==> config.mk <==
export PLATFORM = sky130hd
export DESIGN_NAME = mod_74x161_chain_flat
export DESIGN_NICKNAME = d
export VERILOG_FILES = /design/src/rtl/mod_74x161_chain_if.sv /design/src/rtl/mod_74x161_chain.sv /design/src/flat_wrapper.sv
export SDC_FILE = /design/constraint.sdc
export NUM_CORES = 1
export LEC_CHECK = 0
export ABC_CLOCK_PERIOD_IN_PS = 3800
export BUFFER_PORTS_ARGS = -buffer_cell sky130_fd_sc_hd__buf_2
export CORE_AREA = 2 2 39 41
export CTS_CLUSTER_DIAMETER = 40
export DETAILED_ROUTE_END_ITERATION = 10
export DIE_AREA = 0 0 41 43
export GPL_TIMING_DRIVEN = 0
export PLACE_DENSITY = 0.68
export REMOVE_ABC_BUFFERS = 1
export SYNTH_ARGS = -nofsm -noshare
export SYNTH_HDL_FRONTEND = slang
export SYNTH_SLANG_ARGS = --single-unit
==> constraint.sdc <==
create_clock -name CLK -period 3.8 [get_ports CLK]
set_input_delay 0.57 -clock CLK [delete_from_list [all_inputs] [get_ports CLK]]
set_output_delay 0.57 -clock CLK [all_outputs]
set_load 0.1 [all_outputs]
==> src/rtl/mod_74x161_chain_if.sv <==
// Control/data bundle for the cascaded 74x161/74x191 counter.
// master drives load, enables, direction and data; slave is the counter itself.
interface mod_74x161_chain_if #(
  parameter int SLICES = 2
);
  localparam int WIDTH = 4 * SLICES;

  logic              LOAD;
  logic              ENP;
  logic              ENT;
  logic              DN;
  logic [WIDTH-1:0]  D;
  logic [WIDTH-1:0]  Q;
  logic              RCO;
  logic              TC;
  logic [SLICES-1:0] SLICE_RCO;

  modport master (
    output LOAD, ENP, ENT, DN, D,
    input  Q, RCO, TC, SLICE_RCO
  );

  modport slave (
    input  LOAD, ENP, ENT, DN, D,
    output Q, RCO, TC, SLICE_RCO
  );
endinterface

==> src/rtl/mod_74x161_chain.sv <==
// Synchronous binary counter built from cascaded 4-bit slices with carry lookahead,
// optional up/down direction and an optional programmable modulus.
module mod_74x161_chain #(
  parameter int              SLICES  = 2,
  parameter bit              UP_DOWN = 1'b0,
  parameter longint unsigned MODULUS = 0
) (
  input  logic               CLK,
  input  logic               RST,
  mod_74x161_chain_if.slave  bus
);
  localparam int WIDTH = 4 * SLICES;
  localparam logic [WIDTH-1:0] TOP =
    (MODULUS == 0) ? {WIDTH{1'b1}} : WIDTH'(MODULUS - 1);

  logic [WIDTH-1:0]  q;
  logic [WIDTH-1:0]  q_chain;
  logic [WIDTH-1:0]  q_next;
  logic [SLICES-1:0] slice_term;
  logic [SLICES-1:0] slice_rco;
  logic              down;
  logic              count_en;
  logic              carry;

  assign down     = UP_DOWN & bus.DN;
  assign count_en = bus.ENP & bus.ENT;

  // Raw per-chip arithmetic: each slice steps only when every lower slice is terminal.
  always_comb begin
    // NOTE: every variable this block writes is given a default first, so no latch is inferred.
    slice_term = '0;
    slice_rco  = '0;
    q_chain    = q;
    carry      = bus.ENT;
    for (int i = 0; i < SLICES; i++) begin
      slice_term[i] = down ? (q[4*i +: 4] == 4'h0) : (q[4*i +: 4] == 4'hF);
      if (bus.ENP && carry)
        q_chain[4*i +: 4] = down ? (q[4*i +: 4] - 4'd1) : (q[4*i +: 4] + 4'd1);
      carry        = carry & slice_term[i];
      slice_rco[i] = carry;
    end
  end

  // Modulus wrap and out-of-range recovery override the nibble carries.
  always_comb begin
    q_next = q_chain;
    if (MODULUS != 0) begin
      if (down) begin
        if (q == '0 || q > TOP)
          q_next = TOP;
      end else if (q >= TOP) begin
        q_next = '0;
      end
    end
  end

  // NOTE: sequential state uses non-blocking assignments so all flops update together.
  always_ff @(posedge CLK or posedge RST) begin
    if (RST)
      q <= '0;
    else if (bus.LOAD)
      q <= bus.D;
    else if (count_en)
      q <= q_next;
  end

  assign bus.Q         = q;
  assign bus.TC        = down ? (q == '0) : (q == TOP);
  assign bus.RCO       = bus.ENT & bus.TC;
  assign bus.SLICE_RCO = slice_rco;
endmodule
==> src/flat_wrapper.sv <==
// flat-port wrapper written by rule: the top's interface ports become plain ports
module mod_74x161_chain_flat 
#(
  parameter int              SLICES  = 2,
  parameter bit              UP_DOWN = 1'b0,
  parameter longint unsigned MODULUS = 0
)
  (CLK, RST, bus_LOAD, bus_ENP, bus_ENT, bus_DN, bus_D, bus_Q, bus_RCO, bus_TC, bus_SLICE_RCO);
  mod_74x161_chain_if #(.SLICES(SLICES)) bus_i ();
  input  logic CLK;
  input  logic RST;
  input wire logic [$bits(bus_i.LOAD)-1:0] bus_LOAD;
  input wire logic [$bits(bus_i.ENP)-1:0] bus_ENP;
  input wire logic [$bits(bus_i.ENT)-1:0] bus_ENT;
  input wire logic [$bits(bus_i.DN)-1:0] bus_DN;
  input wire logic [$bits(bus_i.D)-1:0] bus_D;
  output wire logic [$bits(bus_i.Q)-1:0] bus_Q;
  output wire logic [$bits(bus_i.RCO)-1:0] bus_RCO;
  output wire logic [$bits(bus_i.TC)-1:0] bus_TC;
  output wire logic [$bits(bus_i.SLICE_RCO)-1:0] bus_SLICE_RCO;
  assign bus_i.LOAD = bus_LOAD;
  assign bus_i.ENP = bus_ENP;
  assign bus_i.ENT = bus_ENT;
  assign bus_i.DN = bus_DN;
  assign bus_i.D = bus_D;
  assign bus_Q = bus_i.Q;
  assign bus_RCO = bus_i.RCO;
  assign bus_TC = bus_i.TC;
  assign bus_SLICE_RCO = bus_i.SLICE_RCO;
  mod_74x161_chain #(.SLICES(SLICES), .UP_DOWN(UP_DOWN), .MODULUS(MODULUS)) u_core (.CLK(CLK), .RST(RST), .bus(bus_i));
endmodule
==> results of run 1 <==
layout by cell type (no fill, tap or decap), drive strengths merged:
| cell | Yosys | routed |
|---|---|---|
| inv | 2 | 2 |
| xor2 | 1 | 1 |
| nand2 | 8 | 8 |
| and3 | 1 | 1 |
| o31a | 2 | 2 |
| nor4 | 1 | 1 |
| dfrtp | 8 | 8 |
| or3 | 1 | 1 |
| clkbuf | 0 | 3 |
| ha | 2 | 2 |
| nand4 | 1 | 1 |
| and2 | 4 | 4 |
| o211ai | 2 | 2 |
| nand3 | 6 | 6 |
| a2bb2oi | 1 | 1 |
| buf | 2 | 24 |
| or4 | 2 | 2 |
| o21ai | 5 | 5 |
| xnor2 | 1 | 1 |
| a31oi | 2 | 2 |
| nand2b | 1 | 1 |
| nor2 | 2 | 2 |
| mux2i | 1 | 1 |
worst reg2reg max path, cell delays in order, from the launching register on:
cell,delay [ps]
dfrtp_1,400
ha_1,230
nand4_1,170
o31a_1,310
o31a_1,260
final cells by class:
class	count	area (sq um)	share of cell area [%]
inverter	2	7.507	1.165
sequential	8	200.2	31.07
multi-input combinational	44	274.0	42.52
clock buffer	3	22.52	3.495
tap	16	20.02	3.107
timing repair buffer	24	120.1	18.64
synth_stat cells:
cell	number	area share [%]
dfrtp_1	8	41
nand2_1	7	5.3
nand3_1	6	6.1
o21ai_0	5	5.1
and2_1	4	5.1
a31oi_1	2	2.5
ha_1	2	5.1
inv_1	2	1.5
nor2_1	2	1.5
o211ai_1	2	3.0
o31a_1	2	3.5
or4_1	2	3.0
a2bb2oi_1	1	1.8
and3_2	1	1.5
buf_2	1	1.0
buf_4	1	1.5
mux2i_1	1	2.0
nand2_2	1	1.3
nand2b_1	1	1.3
nand4_1	1	1.3
nor4_1	1	1.3
or3_1	1	1.3
xnor2_1	1	1.8
xor2_1	1	1.8
worst paths after layout:
kind | start | to | slack [ps] | cells past startpoint
max | u_core.bus.Q[0]$_DFFE_PP0P_ | bus_SLICE_RCO[1] | 1460 | 5
min | RST | u_core.bus.Q[1]$_DFFE_PP0P_ | 270 | 2
max reg2reg | u_core.bus.Q[0]$_DFFE_PP0P_ | u_core.bus.Q[7]$_DFFE_PP0P_ | 2330 | 4
min reg2reg | u_core.bus.Q[5]$_DFFE_PP0P_ | u_core.bus.Q[5]$_DFFE_PP0P_ | 590 | 2
max in group asynchronous | RST | u_core.bus.Q[4]$_DFFE_PP0P_ | 3290 | 2
min in group CLK | bus_D[0] | u_core.bus.Q[0]$_DFFE_PP0P_ | 520 | 3
metal layers:
metal / wire length (microns) / track usage [%]
met1: 479 / 19.08
met2: 568 / 22.50
met3: 99 / 6.283
met4: 14 / 8.000
met5: 0 / 0
kinds of logic after synthesis:
logic type               synth area share [%]
AO/OA/AOI/OAI                           15.95
XOR/XNOR                                3.545
adder cells (fa/ha/maj)                 5.062
buffers and inverters                   4.051
flip-flops                              40.51
multiplexers                            2.025
AND/OR/NAND/NOR                         28.87
power by group through the flow:
stage          logic (mW)  registers (mW)  clock network [mW]
5_1_grt             0.120           0.106              0.0737
3_5_place_dp        0.113           0.106                   0
2_1_floorplan      0.0253           0.168                   0
3_3_place_gp        0.112           0.105                   0
6_report            0.113           0.104              0.0646
4_1_cts             0.114           0.104              0.0680
==> key figures, run 1 <==
Outcome
  – Status: finished clean

Global routing
  – Congestion Overflow GR: 0
  – Antenna violations before repair: 0
  – Vias in the first global route: 462
  – Global-route wire length before repair: 1849 microns
  – Largest net degree at the start of global routing: 15
  – GRT Overall Usage: between 15 and 20%

Power and ir drop
  – Power Internal: 0.1533 mW
  – P_sw: around 0.13 mW
  – Comb pwr share: 40.1%
  – Leak Pwr: 0.3148 nW
  – Switching Share: a little under half
  – Clock share of power: 22.9%
  – Worst VDD drop: 0.0001705 V
  – Final Power: between 0.2 and 0.3 mW
  – Register share of total power: 37.0%
  – PwrDens: about 440 nW/um^2

STA
  – Fin. max-slew vios: 0
  – Fin. Hold Viols: 0
  – Headroom to the max-slew limit: approximately 68%
  – Final setup skew: a little over 0.8 ps
  – FMAX: 427.3 MHz
  – Final setup vio count: 0
  – Worst Tran Pin Value: 488.4 ps
  – RSZ-0062 raised after global routing: no
  – Tcrit/Tclk final: 61.59%
  – Final setup margin: 1459 ps
  – Hold WS: 265.3 ps
  – Fin crit period: 2341 ps
  – Setup tns final: 0 ps

Floorplan
  – Core region area: between 1000 and 1500 sq um
  – Initial core utilization: 35.71%
  – Width of the die: 41 microns
  – Row Count: 14
  – I/O pins: 26
  – Die height: 43 microns
  – Total die area: 1763 sq um

Cells and area
  – Fill cells: 144
  – Share of layout cells above drive strength 1: 35.80%
  – Area grow syn2layout: 30.38%
  – Final Util: between 40% and 50%
  – Final #Nets: 99
  – Largest register FFs: 8
  – # diodes: 0
  – Design Area, Final: 644.4 sq um
  – Non-Filler Instances: a little under 100

Clocking
  – Worst skew pair latency: 250 ps
  – H-tree depth: 1
  – CTS hold repair buffers: 0
  – Num Clock Sinks: 8
  – Max clock buf depth: 2
  – CTS tree: built
  – Clock transition at path regs: 50 ps
  – Setup bufs post-CTS: 0
  – Post-CTS sizing: 0
  – CTS buffer count: 3
  – Root buffer cell: clkbuf_4

Job
  – MaxCap Viol Count: 0

Logic synthesis
  – Mapped Area: 494.2 sq um
  – Yosys warns: 0
  – Syn Area/Cell: 8.825 sq um
  – Synth Instances: 56
  – Post-synthesis cell type count: 24
  – Share of the yosys chip area belonging to registers: roughly 41%
  – FF+latch count, synth: 8

Placed design
  – PortBufs: 24
  – Placed cell area: roughly 620 sq um
  – Placed insts: 94
  – Placer Congestion: ~0.72
  – Pre-CTS setup slack: 1716 ps
  – DP Wirelength: 903.1 microns

Critical path
  – Critical path class: reg -> out
  – Worst Setup Start Kind: flop
  – Critical path arrival: approximately 1800 ps
  – Worst setup EP type: output port
  – Worst-path fanout max: 4
  – Slowest cell on crit path: buf_2
  – CP top delay family: simple AND/OR/NAND/NOR gates
  – Worst Path Buf+Inv: 1
  – Slowest stage delay, CP: 420 ps
  – CP Cell Sequence: ha_1 > nand4_1 > nor2_1 > and2_1 > buf_2
  – Data required, critical path: 3230 ps

Detailed routing
  – Detailed-route wire length: 1162 microns
  – Vias per cell: about 5.3
  – DRC: 0
  – Vias after detailed routing: 513
  – Post-route ant nets: 0
  – DR pass1 iterations: 4
  – Iter 0 DRT Violations: 6
  – WL/cell: 11.98 microns

Min path
  – Hold WC Path Type: in -> async
(Power assumes the default switching activity.)
==> run 2, diff against run 1 <==
--- a/config.mk
+++ b/config.mk
@@ -5,14 +5,14 @@
 export SDC_FILE = /design/constraint.sdc
 export NUM_CORES = 1
 export LEC_CHECK = 0
-export ABC_CLOCK_PERIOD_IN_PS = 3800
+export ABC_CLOCK_PERIOD_IN_PS = 1900
 export BUFFER_PORTS_ARGS = -buffer_cell sky130_fd_sc_hd__buf_2
-export CORE_AREA = 2 2 39 41
+export CORE_MARGIN = 2
+export CORE_UTILIZATION = 38
 export CTS_CLUSTER_DIAMETER = 40
 export DETAILED_ROUTE_END_ITERATION = 10
-export DIE_AREA = 0 0 41 43
 export GPL_TIMING_DRIVEN = 0
-export PLACE_DENSITY = 0.68
+export PLACE_DENSITY = 0.72
 export REMOVE_ABC_BUFFERS = 1
 export SYNTH_ARGS = -nofsm -noshare
 export SYNTH_HDL_FRONTEND = slang
==> constraint.sdc (replaced) <==
create_clock -name CLK -period 1.9 [get_ports CLK]
set_input_delay 0.285 -clock CLK [delete_from_list [all_inputs] [get_ports CLK]]
set_output_delay 0.285 -clock CLK [all_outputs]
set_load 0.1 [all_outputs]
==> run 2 against run 1 <==
  * Die area is 9.0% lower
  * Cell area grew 15%
  * First-iteration DRC count rose by 83%
  * Clock power increased by 110%
  * Via count grew 6.2%
  * Count of clock-buffer cells in the layout did not move
  * Global-route usage up 4.3 points
  * Highest routed layer is now met3
  * Flip-flop and latch count stayed put
  * Hold slack lost 34 ps
  * Register-to-register slack lost 1900 ps
==> key figures, run 2 (synthesis results as in run 1) <==
Placed design
  – Placer Congestion: 0.7290 (+1.8%)
  – DP Wirelength: 846.1 microns (-6.3%)
  – PortBufs: 24 (unchanged)
  – Placed insts: 92 (-2.1%)

Clocking
  – CTS buffer count: 3 (unchanged)
  – CTS tree: built
  – Max clock buf depth: 2 (unchanged)
  – Num Clock Sinks: 8 (unchanged)
  – Worst skew pair latency: 260 ps (about the same)
  – Clock transition at path regs: 50 ps (about the same)
  – H-tree depth: 1 (unchanged)
  – Root buffer cell: clkbuf_4

Cells and area
  – Final #Nets: 104 (+5.1%)
  – Non-Filler Instances: 100 (+3.1%)
  – # diodes: 0 (unchanged)
  – Area of the multi-input gates: 294.0 sq um (+7.3%)
  – Largest register FFs: 8 (unchanged)
  – Area grow syn2layout: 49.62%
  – Most frequent cells in the layout: buf_2 (21), nand2_1 (7), dfrtp_1 (7), nand3_1 (6), o21ai_0 (5)
  – Share of layout cells above drive strength 1: 44.19% (+8.4 points)
  – Sequential cell area: 201.4 sq um (+0.62%)
  – Fill cells: 97 (-33%)
  – Commonest non-fill, non-tap cell in the layout: buf_2

Detailed routing
  – DRC: 0 (unchanged)
  – Post-route ant nets: 0 (unchanged)
  – Vias per cell: 5.450 (+3.1%)
  – Vias after detailed routing: 545 (+6.2%)
  – Iter 0 DRT Violations: 11 (+5)
  – Detailed-route wire length: 1277 microns (+9.9%)
  – DR pass1 iterations: 4 (unchanged)
  – WL/cell: 12.77 microns (+6.6%)

Global routing
  – Largest net degree at the start of global routing: 15 (unchanged)
  – Congestion Overflow GR: 0 (unchanged)
  – GR Layer Usage met3: 10.00% (+3.7 points)
  – Global-route met1 utilization: 22.22% (+3.1 points)
  – Most used routing layer: met2
  – Met2 Resource Use GR: 31.85% (+9.4 points)
  – Antenna violations before repair: 0 (unchanged)
  – GRT Overall Usage: 19.88% (+4.3 points)
  – Vias in the first global route: 459 (-0.65%)
  – Global-route wire length before repair: 1994 microns (+7.8%)

Min path
  – Hold WC Path Type: in -> reg
  – Min-Delay Startpoint: bus_D[1]

Critical path
  – Launching point of the worst reg2reg path: u_core.bus.Q[1]$_DFFE_PP0P_
  – Worst-path fanout max: 4 (unchanged)
  – Critical path class: reg -> out
  – Worst setup startpoint: u_core.bus.Q[1]$_DFFE_PP0P_
  – Worst setup EP type: output port
  – Data required, critical path: 1620 ps (-1610 ps)
  – Critical path arrival: 1550 ps (-220 ps)
  – Worst Setup Start Kind: flop

STA
  – Fin. max-slew vios: 0 (unchanged)
  – Headroom to the max-slew limit: 67.84% (+0.18 points)
  – Worst Tran Pin Value: 485.7 ps (-2.702 ps)
  – Setup tns final: 0 ps (unchanged)
  – Final setup skew: 3.841 ps (+3.011 ps)
  – Fin crit period: 1832 ps
  – RSZ-0062 raised after global routing: yes
  – Fin. Hold Viols: 0 (unchanged)
  – FMAX: 545.8 MHz
  – Tcrit/Tclk final: a little over nine tenths
  – Final setup vio count: 0 (unchanged)

Floorplan
  – I/O pins: 26 (unchanged)
  – Die height: 40.07 microns (-6.8%)
  – Initial core utilization: 42.75% (+7.0 points)
  – Row Count: 12 (-2)
  – Core region area: 1156 sq um (-16%)
  – Width of the die: 40.07 microns (-2.3%)
  – Total die area: 1605 sq um (-9.0%)

Power and ir drop
  – Switching Share: 45.63% (+0.10 points)
  – Clock share of power: 22.7% (-0.2 points)
  – Leak Pwr: 0.3452 nW (+9.6%)
  – Worst VDD drop: 0.0005812 V (+240%)
  – P_sw: 0.2680 mW (+110%)
  – Power Internal: 0.3194 mW (+110%)
  – Final Power: 0.5874 mW (+110%)
  – PwrDens: 794.4 nW/um^2 (+82%)
  – Register share of total power: 35.9% (-1.1 points)
  – Comb pwr share: 41.4% (+1.3 points)

Job
  – MaxCap Viol Count: 0 (unchanged)

Outcome
  – Status: finished clean
==> run 2: cell types whose count changed in the layout (fill, tap and decap cells not counted), sizes merged <==
cell,previous run,this run
buf,24,28
dlygate4sd3,0,1
==> run 2: what timing repair did <==
item,CTS,global route
hold buffers,1,0
resized for setup,9,7
buffers inserted,2,2
hold endpoints to repair,8,0
endpoints found under the setup margin,4,4
pin swaps,1,3
gates cloned,0,0
==> run 2: layer usage <==
layer  vias to the layer above  part of all wire [%]
met4                         0                     0
li1                        263                     -
met5                         -                     0
met2                        30                    50
met1                       252                    41
met3                         0                   9.0
==> run 2: final timing paths <==
path	depth (start not counted)	slack (ps)	to
worst max-delay path	5	70	bus_SLICE_RCO[1]
worst min-delay path	3	230	u_core.bus.Q[1]$_DFFE_PP0P_
worst max register to register	4	440	u_core.bus.Q[7]$_DFFE_PP0P_
worst min register to register	2	590	u_core.bus.Q[6]$_DFFE_PP0P_
max in group asynchronous	3	1120	u_core.bus.Q[1]$_DFFE_PP0P_
min in group asynchronous	3	520	u_core.bus.Q[3]$_DFFE_PP0P_
==> run 2: power by group through the flow <==
stage                     Clock, mW  Combinational, mW  Sequential [mW]
after CTS                     0.137              0.235            0.207
final                         0.133              0.243            0.211
after global routing          0.149              0.260            0.215
after floorplan                   0             0.0507            0.337
after detailed placement          0              0.226            0.211
after global placement            0              0.224            0.211
==> run 2: metrics by stage <==
step	cell area, sq um	worst slack [ps]	hold WS, ps	utilization (%)
after floorplan	481.7	-2092	100.7	-
after global placement	619.3	129.2	249.3	53.57
after detailed placement	619.3	90.22	253.5	53.57
after CTS	696.9	2.746	226.5	60.28
after global routing	739.5	-21.05	221.5	63.96
final	739.5	67.90	231.4	63.96
==> run 2: final cells by class <==
type	instances	area share (%)
well taps	14	2.369
inverters	2	1.015
flip-flops and latches	8	27.24
repair buffers	29	26.57
clock buffers	3	3.046
multi-input cells	44	39.76
==> run 2: worst max-delay path, cell delays in order (launching register included) <==
cell and delay (ps):
dfrtp_2 400, ha_4 160, nand4_1 180, nor2_2 200, and2_4 180, buf_12 170
==> run 3, diff against run 2 <==
--- a/config.mk
+++ b/config.mk
@@ -7,12 +7,14 @@
 export LEC_CHECK = 0
 export ABC_CLOCK_PERIOD_IN_PS = 1900
 export BUFFER_PORTS_ARGS = -buffer_cell sky130_fd_sc_hd__buf_2
+export CELL_PAD_IN_SITES_DETAIL_PLACEMENT = 1
+export CELL_PAD_IN_SITES_GLOBAL_PLACEMENT = 1
 export CORE_MARGIN = 2
-export CORE_UTILIZATION = 38
+export CORE_UTILIZATION = 26
 export CTS_CLUSTER_DIAMETER = 40
 export DETAILED_ROUTE_END_ITERATION = 10
 export GPL_TIMING_DRIVEN = 0
-export PLACE_DENSITY = 0.72
+export PLACE_DENSITY_LB_ADDON = 0.1
 export REMOVE_ABC_BUFFERS = 1
 export SYNTH_ARGS = -nofsm -noshare
 export SYNTH_HDL_FRONTEND = slang
==> run 3 against run 2 <==
  * Setup slack gained 24 ps
  * Register-to-register slack lost 100 ps
  * Sequential power shrank 2%
  * Hold slack gained 4.1 ps
  * Utilization shrank 22 points
  * Clock skew grew 4.7 ps
==> key figures, run 3 (synthesis results as in run 1) <==
STA
  – Final setup margin: 92.22 ps (+24.32 ps)
  – Headroom to the max-slew limit: 67.83% (about the same)
  – Final setup skew: 8.561 ps (+4.720 ps)
  – Setup tns final: 0 ps (unchanged)
  – Fin. max-slew vios: 0 (unchanged)
  – Worst Tran Pin Value: 485.9 ps (+0.1969 ps)
  – RSZ-0062 raised after global routing: no
  – Final setup vio count: 0 (unchanged)
  – Tcrit/Tclk final: 95.15% (-1.3 points)
  – Fin. Hold Viols: 0 (unchanged)
  – FMAX: 553.2 MHz (+1.3%)
  – Fin crit period: 1808 ps (-24.32 ps)

Detailed routing
  – WL/cell: 12.91 microns (+1.1%)
  – Detailed-route wire length: 1420 microns (+11%)
  – Vias after detailed routing: 520 (-4.6%)
  – Vias per cell: 4.727 (-13%)
  – Iter 0 DRT Violations: 7 (-4)
  – Post-route ant nets: 0 (unchanged)
  – DRC: 0 (unchanged)
  – DR pass1 iterations: 2 (-2)

Cells and area
  – Final Util: 41.56% (-22 points)
  – Largest register FFs: 8 (unchanged)
  – Final #Nets: 103 (-0.96%)
  – Area grow syn2layout: 48.35%
  – Most frequent cells in the layout: buf_2 (20), dfrtp_1 (8), nand2_1 (7), nand3_1 (6)
  – # diodes: 0 (unchanged)
  – Commonest non-fill, non-tap cell in the layout: buf_2
  – Share of layout cells above drive strength 1: 42.35% (-1.8 points)

Critical path
  – Data required, critical path: 1620 ps (about the same)
  – Critical path class: reg -> out
  – Worst-path fanout max: 4 (unchanged)
  – Worst Setup Start Kind: flop
  – CP top delay family: simple AND/OR/NAND/NOR gates
  – Slowest cell on crit path: dfrtp_1
  – Worst setup EP type: output port
  – CP Cell Sequence: ha_2 > nand4_1 > nor2_2 > and2_4 > buf_12
  – Critical path arrival: 1520 ps (-30 ps)
  – Worst Path Buf+Inv: 1 (unchanged)
  – Slowest stage delay, CP: 370 ps (-30 ps)

Floorplan
  – Row Count: 15 (+3)
  – Die height: 47.60 microns (+19%)
  – Width of the die: 47.60 microns (+19%)
  – I/O pins: 26 (unchanged)
  – Total die area: 2266 sq um (+41%)
  – Core region area: 1764 sq um (+53%)
  – Initial core utilization: 28.01% (-15 points)

Global routing
  – Vias in the first global route: 499 (+8.7%)
  – Largest net degree at the start of global routing: 15 (unchanged)
  – Global-route wire length before repair: 2332 microns (+17%)
  – Congestion Overflow GR: 0 (unchanged)
  – Antenna violations before repair: 0 (unchanged)
  – GRT Overall Usage: 15.14% (-4.7 points)

Power and ir drop
  – Worst VDD drop: 0.0003750 V (-35%)
  – Final Power: 0.5869 mW (about the same)
  – PwrDens: 800.5 nW/um^2 (+0.77%)
  – Comb pwr share: 41.3% (about the same)
  – P_sw: 0.2703 mW (+0.84%)
  – Switching Share: 46.05% (+0.42 points)
  – Power Internal: 0.3166 mW (-0.86%)
  – Clock share of power: 23.6% (+0.9 points)
  – Register share of total power: 35.1% (-0.8 points)
  – Leak Pwr: 0.3389 nW (-1.8%)

Clocking
  – CTS buffer count: 3 (unchanged)
  – Max clock buf depth: 2 (unchanged)
  – Worst skew pair latency: 260 ps (about the same)
  – Num Clock Sinks: 8 (unchanged)
  – Root buffer cell: clkbuf_4
  – Clock transition at path regs: 70 ps (+20 ps)
  – H-tree depth: 1 (unchanged)
  – CTS tree: built

Placed design
  – DP Wirelength: 1064 microns (+26%)
  – Placer Congestion: 0.6932 (-4.9%)
  – PortBufs: 24 (unchanged)
  – Pre-CTS setup slack: 33.54 ps (-56.69 ps)

Outcome
  – Status: finished clean

Job
  – MaxCap Viol Count: 0 (unchanged)

Min path
  – Hold WC Path Type: in -> reg
run 3: cell types whose count changed in the layout (fill, tap and decap cells not counted):
| cell | previous run | this run |
|---|---|---|
| buf_2 | 21 | 20 |
| buf_4 | 4 | 5 |
| buf_6 | 1 | 0 |
| dfrtp_1 | 7 | 8 |
| dfrtp_2 | 1 | 0 |
| ha_2 | 0 | 1 |
| ha_4 | 1 | 0 |
run 3: area by class of cell:
| type | instances | area, sq um |
|---|---|---|
| fill | 231 | 1031 |
| sequential | 8 | 200.2 |
| multi-input combinational | 44 | 284.0 |
| inverter | 2 | 7.507 |
| tap | 25 | 31.28 |
| timing repair buffer | 28 | 187.7 |
| clock buffer | 3 | 22.52 |
run 3: final timing paths:
kind,start,end,slack (ps),cells past startpoint
setup / recovery,u_core.bus.Q[1]$_DFFE_PP0P_,bus_SLICE_RCO[1],90,5
hold / removal,bus_D[1],u_core.bus.Q[1]$_DFFE_PP0P_,240,3
setup reg to reg,u_core.bus.Q[1]$_DFFE_PP0P_,u_core.bus.Q[7]$_DFFE_PP0P_,340,5
hold reg to reg,u_core.bus.Q[5]$_DFFE_PP0P_,u_core.bus.Q[5]$_DFFE_PP0P_,610,2
max in group asynchronous,RST,u_core.bus.Q[4]$_DFFE_PP0P_,1110,3
min in group asynchronous,RST,u_core.bus.Q[1]$_DFFE_PP0P_,530,3
run 3: routing by layer:
| layer | vias up | track usage, % | share of wire, % |
|---|---|---|---|
| met5 | - | 0 | 0 |
| met4 | 0 | 6.486 | 0.92 |
| met3 | 2 | 4.151 | 6.2 |
| met2 | 14 | 22.97 | 47 |
| met1 | 241 | 20.23 | 45 |
| li1 | 263 | - | - |
run 3: tightest hold or removal path, stage by stage:
cell and delay, ps:
buf_2 70, nand2_1 40, o21ai_0 60
run 3: per-stage QoR:
step / instance area (sq um) / hold WS [ps] / cells
global placement: 633.1 / 261.7 / 103
floorplan: 481.7 / 100.7 / 54
detailed placement: 633.1 / 263.0 / 103
finish: 733.2 / 235.5 / 110
CTS: 715.7 / 232.5 / 109
global route: 733.2 / 255.5 / 110
run 3: power by group through the flow:
stage,registers (mW),logic [mW],clock network (mW)
floorplan,0.337,0.0507,0
global placement,0.211,0.227,0
detailed placement,0.212,0.230,0
CTS,0.207,0.240,0.144
global route,0.210,0.260,0.155
finish,0.206,0.242,0.138
run 3: what timing repair did:
action / CTS / global route
hold endpoints to repair: 8 / 0
resized for setup: 11 / 3
endpoints found under the setup margin: 4 / 2
pin swaps: 1 / 1
setup buffers: 2 / 1
hold buffers: 1 / 0
